--- config.mk ---
export PLATFORM = sky130hd
export DESIGN_NAME = fetch1
export DESIGN_NICKNAME = d
export VERILOG_FILES = /design/src/rtl/fetch1_pkg.sv /design/src/rtl/fetch1_redirect_sel.sv /design/src/rtl/fetch1.sv
export SDC_FILE = /design/constraint.sdc
export NUM_CORES = 1
export LEC_CHECK = 0
export CORE_MARGIN = 2
export CORE_UTILIZATION = 47
export DETAILED_ROUTE_END_ITERATION = 10
export HOLD_SLACK_MARGIN = 0.02
export PLACE_DENSITY = 0.81
export SKIP_CTS_REPAIR_TIMING = 1
export SYNTH_ARGS = -nofsm -noshare
export SYNTH_HDL_FRONTEND = slang
export SYNTH_SLANG_ARGS = --single-unit
--- constraint.sdc ---
create_clock -name clk -period 2.6 [get_ports clk]
set_input_delay 0.52 -clock clk [delete_from_list [all_inputs] [get_ports clk]]
set_output_delay 0.52 -clock clk [all_outputs]
set_load 0.01 [all_outputs]
--- src/rtl/fetch1_pkg.sv ---
// Shared definitions for the first fetch stage: reset PC, PC step,
// FSM state encodings and redirect-source priority codes.
package fetch1_pkg;

  localparam logic [31:0] RESET_PC_DEFAULT = 32'h1C00_0000;
  localparam logic [31:0] PC_STEP_DEFAULT  = 32'd4;

  typedef enum logic [1:0] {
    ST_RUN        = 2'b00,
    ST_HOLD_REDIR = 2'b01
  } fetch1_state_e;

  // Redirect sources, listed from highest to lowest priority
  localparam logic [1:0] REDIR_SRC_EXC  = 2'd0;
  localparam logic [1:0] REDIR_SRC_BR   = 2'd1;
  localparam logic [1:0] REDIR_SRC_PEND = 2'd2;
  localparam logic [1:0] REDIR_SRC_NONE = 2'd3;

  function automatic logic [31:0] next_seq_pc(input logic [31:0] pc, input logic [31:0] step);
    return pc + step;
  endfunction

endpackage

--- src/rtl/fetch1_redirect_sel.sv ---
// Combinational redirect arbiter: merges a new exception/branch request with
// the buffered pending entry and reports the winning target.
module fetch1_redirect_sel
  import fetch1_pkg::*;
(
  input  logic        exc_valid,
  input  logic [31:0] exc_target,
  input  logic        br_taken,
  input  logic [31:0] br_target,
  input  logic        pend_valid,
  input  logic        pend_is_exc,
  input  logic [31:0] pend_target,
  output logic        redirect,
  output logic        sel_is_exc,
  output logic [31:0] sel_target
);

  logic [1:0] src_s;
  logic       exc_locked_s;

  assign exc_locked_s = pend_valid & pend_is_exc;

  // Pick the winning source; a buffered exception shields itself from branches
  always_comb begin
    src_s = REDIR_SRC_NONE;
    if (exc_valid) begin
      src_s = REDIR_SRC_EXC;
    end else if (br_taken && !exc_locked_s) begin
      src_s = REDIR_SRC_BR;
    end else if (pend_valid) begin
      src_s = REDIR_SRC_PEND;
    end else begin
      src_s = REDIR_SRC_NONE;
    end
  end

  // Drive the merged entry from the selected source
  always_comb begin
    redirect   = 1'b1;
    sel_is_exc = pend_is_exc;
    sel_target = pend_target;
    case (src_s)
      REDIR_SRC_EXC: begin
        sel_is_exc = 1'b1;
        sel_target = exc_target;
      end
      REDIR_SRC_BR: begin
        sel_is_exc = 1'b0;
        sel_target = br_target;
      end
      REDIR_SRC_PEND: begin
        sel_is_exc = pend_is_exc;
        sel_target = pend_target;
      end
      default: begin
        redirect = 1'b0;
      end
    endcase
  end

endmodule

--- src/rtl/fetch1.sv ---
// First fetch stage: owns the fetch PC, applies exception/branch redirects
// (buffering them across holds) and issues the virtual fetch address.
module fetch1
  import fetch1_pkg::*;
#(
  parameter logic [31:0] RESET_PC = RESET_PC_DEFAULT,
  parameter logic [31:0] PC_STEP  = PC_STEP_DEFAULT
) (
  input  logic        clk,
  input  logic        rst,
  input  logic        stall,
  input  logic        icache_ready,
  input  logic        exc_valid,
  input  logic [31:0] exc_target,
  input  logic        br_taken,
  input  logic [31:0] br_target,
  output logic [31:0] pc,
  output logic        clear,
  output logic [31:0] v_addr,
  output logic        v_addr_valid,
  output logic        exc_adef,
  output logic        stall_out
);

  fetch1_state_e state_r, state_next_s;
  logic [31:0]   fetch_pc_r, fetch_pc_next_s;
  logic          pend_valid_r, pend_valid_next_s;
  logic          pend_is_exc_r, pend_is_exc_next_s;
  logic [31:0]   pend_target_r, pend_target_next_s;
  logic          hold_s, redirect_s, sel_is_exc_s, clear_s;
  logic [31:0]   sel_target_s;

  assign hold_s = stall | ~icache_ready;

  fetch1_redirect_sel u_redirect_sel (
    .exc_valid   (exc_valid),
    .exc_target  (exc_target),
    .br_taken    (br_taken),
    .br_target   (br_target),
    .pend_valid  (pend_valid_r),
    .pend_is_exc (pend_is_exc_r),
    .pend_target (pend_target_r),
    .redirect    (redirect_s),
    .sel_is_exc  (sel_is_exc_s),
    .sel_target  (sel_target_s)
  );

  // Next-state, next-PC and pending-slot update
  always_comb begin
    state_next_s       = state_r;
    fetch_pc_next_s    = fetch_pc_r;
    pend_valid_next_s  = pend_valid_r;
    pend_is_exc_next_s = pend_is_exc_r;
    pend_target_next_s = pend_target_r;
    clear_s            = 1'b0;
    case (state_r)
      ST_RUN: begin
        if (hold_s) begin
          if (redirect_s) begin
            pend_valid_next_s  = 1'b1;
            pend_is_exc_next_s = sel_is_exc_s;
            pend_target_next_s = sel_target_s;
            state_next_s       = ST_HOLD_REDIR;
            clear_s            = 1'b1;
          end else begin
            clear_s = 1'b0;
          end
        end else if (redirect_s) begin
          fetch_pc_next_s = sel_target_s;
          clear_s         = 1'b1;
        end else begin
          fetch_pc_next_s = next_seq_pc(fetch_pc_r, PC_STEP);
        end
      end
      ST_HOLD_REDIR: begin
        clear_s = 1'b1;
        if (hold_s) begin
          pend_valid_next_s  = 1'b1;
          pend_is_exc_next_s = sel_is_exc_s;
          pend_target_next_s = sel_target_s;
        end else begin
          fetch_pc_next_s   = sel_target_s;
          pend_valid_next_s = 1'b0;
          state_next_s      = ST_RUN;
        end
      end
      default: begin
        state_next_s      = ST_RUN;
        pend_valid_next_s = 1'b0;
        clear_s           = 1'b1;
      end
    endcase
  end

  // State, PC and pending-slot registers; reset overrides hold and redirects
  always_ff @(posedge clk) begin
    if (rst) begin
      state_r       <= ST_RUN;
      fetch_pc_r    <= RESET_PC;
      pend_valid_r  <= 1'b0;
      pend_is_exc_r <= 1'b0;
      pend_target_r <= 32'h0000_0000;
    end else begin
      state_r       <= state_next_s;
      fetch_pc_r    <= fetch_pc_next_s;
      pend_valid_r  <= pend_valid_next_s;
      pend_is_exc_r <= pend_is_exc_next_s;
      pend_target_r <= pend_target_next_s;
    end
  end

  assign pc           = fetch_pc_r;
  assign v_addr       = fetch_pc_r;
  assign clear        = rst | clear_s;
  assign v_addr_valid = ~rst & ~clear;
  assign exc_adef     = (fetch_pc_r[1:0] != 2'b00) & ~clear;
  assign stall_out    = hold_s;

endmodule

## After elaboration in Yosys (flattened, before gate mapping)

Cells that the tools add are included.

- Register bits: 68
- Bits of input ports: 70
- Logic and storage cells: 61

- Add/subtract/negate cells: 1
- Eq/ne operators: 8
- Muxes and demuxes: 28
- Bitwise operators: 8
- Reductions and logical operators: 11

Operators with widths:

| kind | number |
|---|---|
| two-way mux 32 bit | 6 |
| one-hot mux 32 bit (2 select lines) | 3 |
| adder 32 x 3 -> 32 bit, second input constant | 1 |
| two-way mux 1 bit | 10 |
| two-way mux 2 bit | 5 |
| inequality test 2 bit, second input constant | 5 |
| one-hot mux 1 bit (2 select lines) | 3 |
| AND reduction 3 bit | 2 |
| equality test 2 x 1 -> 1 bit, second input constant | 2 |
| zero test 2 bit | 2 |
| one-hot mux 2 bit (2 select lines) | 1 |
| AND reduction 4 bit | 1 |
| nonzero test 2 bit | 2 |
| AND 1 bit | 3 |
| inverter 1 bit | 3 |
| OR reduction 3 bit | 1 |
| equality test 2 bit, second input constant | 1 |
| bitwise OR 1 bit | 2 |
| AND reduction 2 bit | 1 |
| logical AND 1 bit | 1 |
| zero test 1 bit | 1 |

## Logic depth before layout (Yosys ltp)

- Depth after elaboration: 13
- Depth in mapped cells: 8

## Hierarchy

From an unflattened synthesis, not the netlist that was laid out.

- Cell total of the unflattened synthesis: 595
- Area total of the unflattened synthesis: 4259.1 um2

By module, submodules not included:

| module | times used | cells each | area an instance (um2) | seq. area each (um2) |
|---|---|---|---|---|
| fetch1 | 1 | 449 | 3375.7 | 1341.3 |
| fetch1_redirect_sel | 1 | 146 | 883.3 | 0.0 |

## Least setup slack after synthesis

OpenSTA, ideal clock, no wires.

- Path kind: in2out
- Start point: in br_taken
- End point: out exc_adef
- Arrival: 1.934 ns
- Required time: 2.080 ns
- Setup slack: 0.146 ns
- Stages on the path: 7
- Buffers on the path: 3
- Cell sequence: buf_4 > or4_4 > buf_6 > buf_2 > nor2_1 > inv_1 > nor2_1

- Word-level cells in the longest chain between the ends: 11
- Elaborated cells on any way between the ends: 13
- Classes of those cells: 2 x eq/ne; 5 x mux; 3 x bitwise; 3 x reduce/logical

RTL lines:

| what | line | text |
|---|---|---|
| from (decl) | fetch1.sv:15 | `input logic br_taken,` |
| logical AND 1 bit (*) | fetch1_redirect_sel.sv:28 | `end else if (br_taken && !exc_locked_s) begin` |
| two-way mux 2 bit (*) | fetch1_redirect_sel.sv:28 |  |
| two-way mux 2 bit (*) | fetch1_redirect_sel.sv:26 | `if (exc_valid) begin` |
| equality test 2 bit (tied with other cells) | fetch1_redirect_sel.sv:42 | `case (src_s)` |
| OR reduction 3 bit (no line) (*) | -- |  |
| two-way mux 1 bit (*) | fetch1_redirect_sel.sv:42 |  |
| two-way mux 1 bit (*) | fetch1.sv:59, fetch1.sv:68 |  |
| two-way mux 1 bit (*) | fetch1.sv:56 | `case (state_r)` |
| bitwise OR 1 bit (*) | fetch1.sv:114 | `assign clear = rst \| clear_s;` |
| named net clear | fetch1.sv:18 | `output logic clear,` |
| inverter 1 bit (*) | fetch1.sv:116 | `assign exc_adef = (fetch_pc_r[1:0] != 2'b00) & ~clear;` |
| AND 1 bit (*) | fetch1.sv:116 |  |
| to (decl) | fetch1.sv:21 | `output logic exc_adef,` |

Mark *: on every way through the listed nets, which the timed path passes. The rest lies on a longest branch.

## Final worst setup path

- Start point: in icache_ready
- End point: out stall_out

- Word-level cells in the longest chain between the ends: 2

RTL lines:

| what | line | text |
|---|---|---|
| from (decl) | fetch1.sv:12 | `input logic icache_ready,` |
| inverter 1 bit | fetch1.sv:33 | `assign hold_s = stall \| ~icache_ready;` |
| bitwise OR 1 bit | fetch1.sv:33 |  |
| to (decl) | fetch1.sv:22 | `output logic stall_out` |

Every way passes these cells.

==> metrics.md <==
| Metric | Value |
|---|---|
| Final antenna-violating net count | `0` |
| RSZ-0062 raised after global routing | `false` |
| Die area | `just under 10000 um^2` |
| Overall power | `2.78 mW` |
| Post-DR vias/cell | `6.13` |
| PnR worst setup slack | `0.216 ns` |
| Final core utilization | `66.5%` |
| Total CTS buffers | `9` |
| Synth Area in XOR/XNOR | `0%` |
| Initial antenna violation count | `0` |
| Minimum clock period | `2.38 ns` |
| Post-synthesis mux area share | `under 10%` |
| Reg2reg path depth | `6` |
| Count of final hold-check violations | `0` |
| Synthesized instance count | `570` |
| Largest net degree at the start of global routing | `64` |
| Sink Count | `67` |
| CTS tree | `done` |
| Post-synthesis compound-gate area fraction | `23.1%` |
| Via count | `slightly below 5k` |
| Critical Path Fanout Max | `4` |
| Yosys top cell area share | `between 30% and 40%` |
| Register bit total from synthesis | `67` |
| First-pass GRT wire length | `22.1 mm` |
| Die width | `99.4 um` |
| Cell area after layout | `5830 um^2` |
| Max_cap viols | `0` |
| Clk pwr share | `between 30% and 40%` |
| Max-slew violation total from the final report | `0` |
| Mapped Nets | `641` |
| DR iter-0 viols | `419` |
| Maximum vdd drop | `0.309 mV` |
| Commonest cells post-synth | `nand2_1, dfxtp_1, a21oi_1` |
| PortBufs | `137` |
| DPL Wire Length | `roughly 10 mm` |
| Register area share after synthesis | `31.3%` |
| Routed WL | `14.1 mm` |
| Startpoint Class | `input pin` |
| Top post-synthesis cells by area | `dfxtp_1, nand2_1, a21oi_1` |
| FMAX | `420 MHz` |
| Ant. Diodes | `0` |
| Setup Crit Path Kind | `in -> out` |
| Post-synth EDFFs | `0` |
| Leak | `2.19 nW` |
| Hold WS | `0.459 ns` |
| Core Rows | `34` |
| TNS Setup | `0 ns` |
| Hold Path Stages | `2` |
| WP data arrival | `1.86 ns` |
| Final setup fails | `0` |
| Library cells used by synthesis | `60` |
| P per Cell Area | `477 nW/um^2` |
| Syn-to-layout area delta | `36.3%` |
| Required time of the worst setup path | `2.08 ns` |
| Int Power | `1.96 mW` |
| Layout Nets | `750` |
| Crit end category | `output port` |
| Ys Warns | `0` |
| Simple-Gate Fraction of Synth Area | `between 20% and 30%` |
| Outcome | `finished clean` |
| Synth Area per Inst | `7.51 um^2` |
| Layout cell share with drive strength beyond 1 | `between 10% and 20%` |
| Hold crit path type | `reg -> reg` |
| Largest family of logic cells by synthesized area | `simple AND/OR/NAND/NOR gates` |
| Worst-path clk slew | `0.06 ns` |
| Synth Flop Type | `dfxtp_1` |
| Slew HR | `23.3%` |
| Placed instance area | `5630 um^2` |
| Core area | `8760 um^2` |
| Total track usage | `approximately 28%` |
| Setup Skew | `~0.012 ns` |
| Post-Synth Adder-Cell Area | `less than 1%` |
| Die Y | `about 100 um` |
| Non-filler cells in the finished layout | `791` |
| Most common cell in the netlist | `nand2_1` |
| Seq pwr share | `42.4%` |
| P_sw | `0.817 mW` |
| CTS Buffer Depth | `2` |
| Post-synth ARST share | `0%` |
| Root buffer cell | `clkbuf_8` |
| Final period utilization | `about nine tenths` |
| Combinational power share | `about 26%` |
| Vias in the first global route | `4395` |
| GRT Residual Overflow | `0` |
| Number of remaining DRC errors | `0` |
| Net Sw Frac | `29.4%` |
| DR pass1 iterations | `5` |
| Pre-CTS setup slack | `-0.166 ns` |
| Io pins | `138` |
| Wire per inst | `approximately 18 um` |
| Routability cong. | `0.997` |
| H-tree Lvls | `3` |
| Synth Cell Area | `between 4000 and 5000 um^2` |
| Area leader, netlist | `dfxtp_1` |
| Starting Density | `48.8%` |
| Slew @ Worst Pin | `1.15 ns` |
| Worst-Skew Late Latency | `0.35 ns` |
| Post-Place Cells | `776` |
==> power groups by stage <==
stage	logic, mW	registers (mW)	clock network, mW
after floorplan	0.374	1.20	0
after global placement	0.691	1.19	0
after detailed placement	0.706	1.20	0
after CTS	0.709	1.18	0.889
after global routing	0.769	1.19	0.933
final	0.718	1.18	0.883
==> final cells by class <==
cell class | count | area, um^2
sequential | 67 | 1340
fill | 758 | 2930
timing repair buffer | 173 | 1680
clock buffer | 13 | 159
inverter | 7 | 26.3
multi-input combinational | 421 | 2460
tap | 108 | 135
clock inverter | 2 | 35.0
==> cell families (layout without fill, tap and decap cells) <==
kind of cell / after synthesis / in the layout
adders and majority gates: 1 / 1
muxes: 29 / 29
and+or+nand+nor: 235 / 235
buffers and inverters: 82 / 195
AOI/OAI and AO/OA: 156 / 156
DFF: 67 / 67
==> routing by layer <==
layer	wire length, um	vias to the layer above	track usage, %	part of all wire (%)
li1	-	2245	-	-
met1	5680	2255	37.3	40
met2	6610	321	46.4	47
met3	1510	30	5.62	11
met4	344	0	7.59	2.4
met5	0	-	0	0
==> sequential cells by signal, summed over array words and instances, names as in the netlist <==
name	flops
pend_is_exc_r	1
pc	32
pend_valid_r	1
pend_target_r	32
state_r	1
==> critical path, cell delays in order <==
cell             delay (ns)
clkdlybuf4s50_1        0.46
nor2b_2                0.26
inv_1                  0.12
clkdlybuf4s50_1        0.50
==> placed cells by master (no fill, tap or decap), drive strengths merged, types with 3 or more instances in the layout <==
cell and instances:
clkdlybuf4s50 132, nand2 105, dfxtp 67, a21oi 54, buf 38, o21ai 35, nor2 35, mux2i 25
nor3 19, nor4 17, nand3 16, nand4 13, clkbuf 13, a31oi 12, a211oi 10, nand2b 9
inv 7, o211ai 6, and3 5, o22ai 5, o31ai 4, mux2 4, and2 3, and4 3
o2bb2ai 3, a221oi 3, o221a 3, dlymetal6s2s 3, a2bb2oi 3, nor2b 3
==> path summary, 6_finish.rpt <==
kind	start	slack (ns)	to
hold reg to reg	pend_target_r[28]	0.46	pend_target_r[28]
setup / recovery	icache_ready	0.22	stall_out
setup reg to reg	pc[2]	0.53	pc[28]
hold / removal	pend_target_r[28]	0.46	pend_target_r[28]
Power figures use the tool's default switching activity.
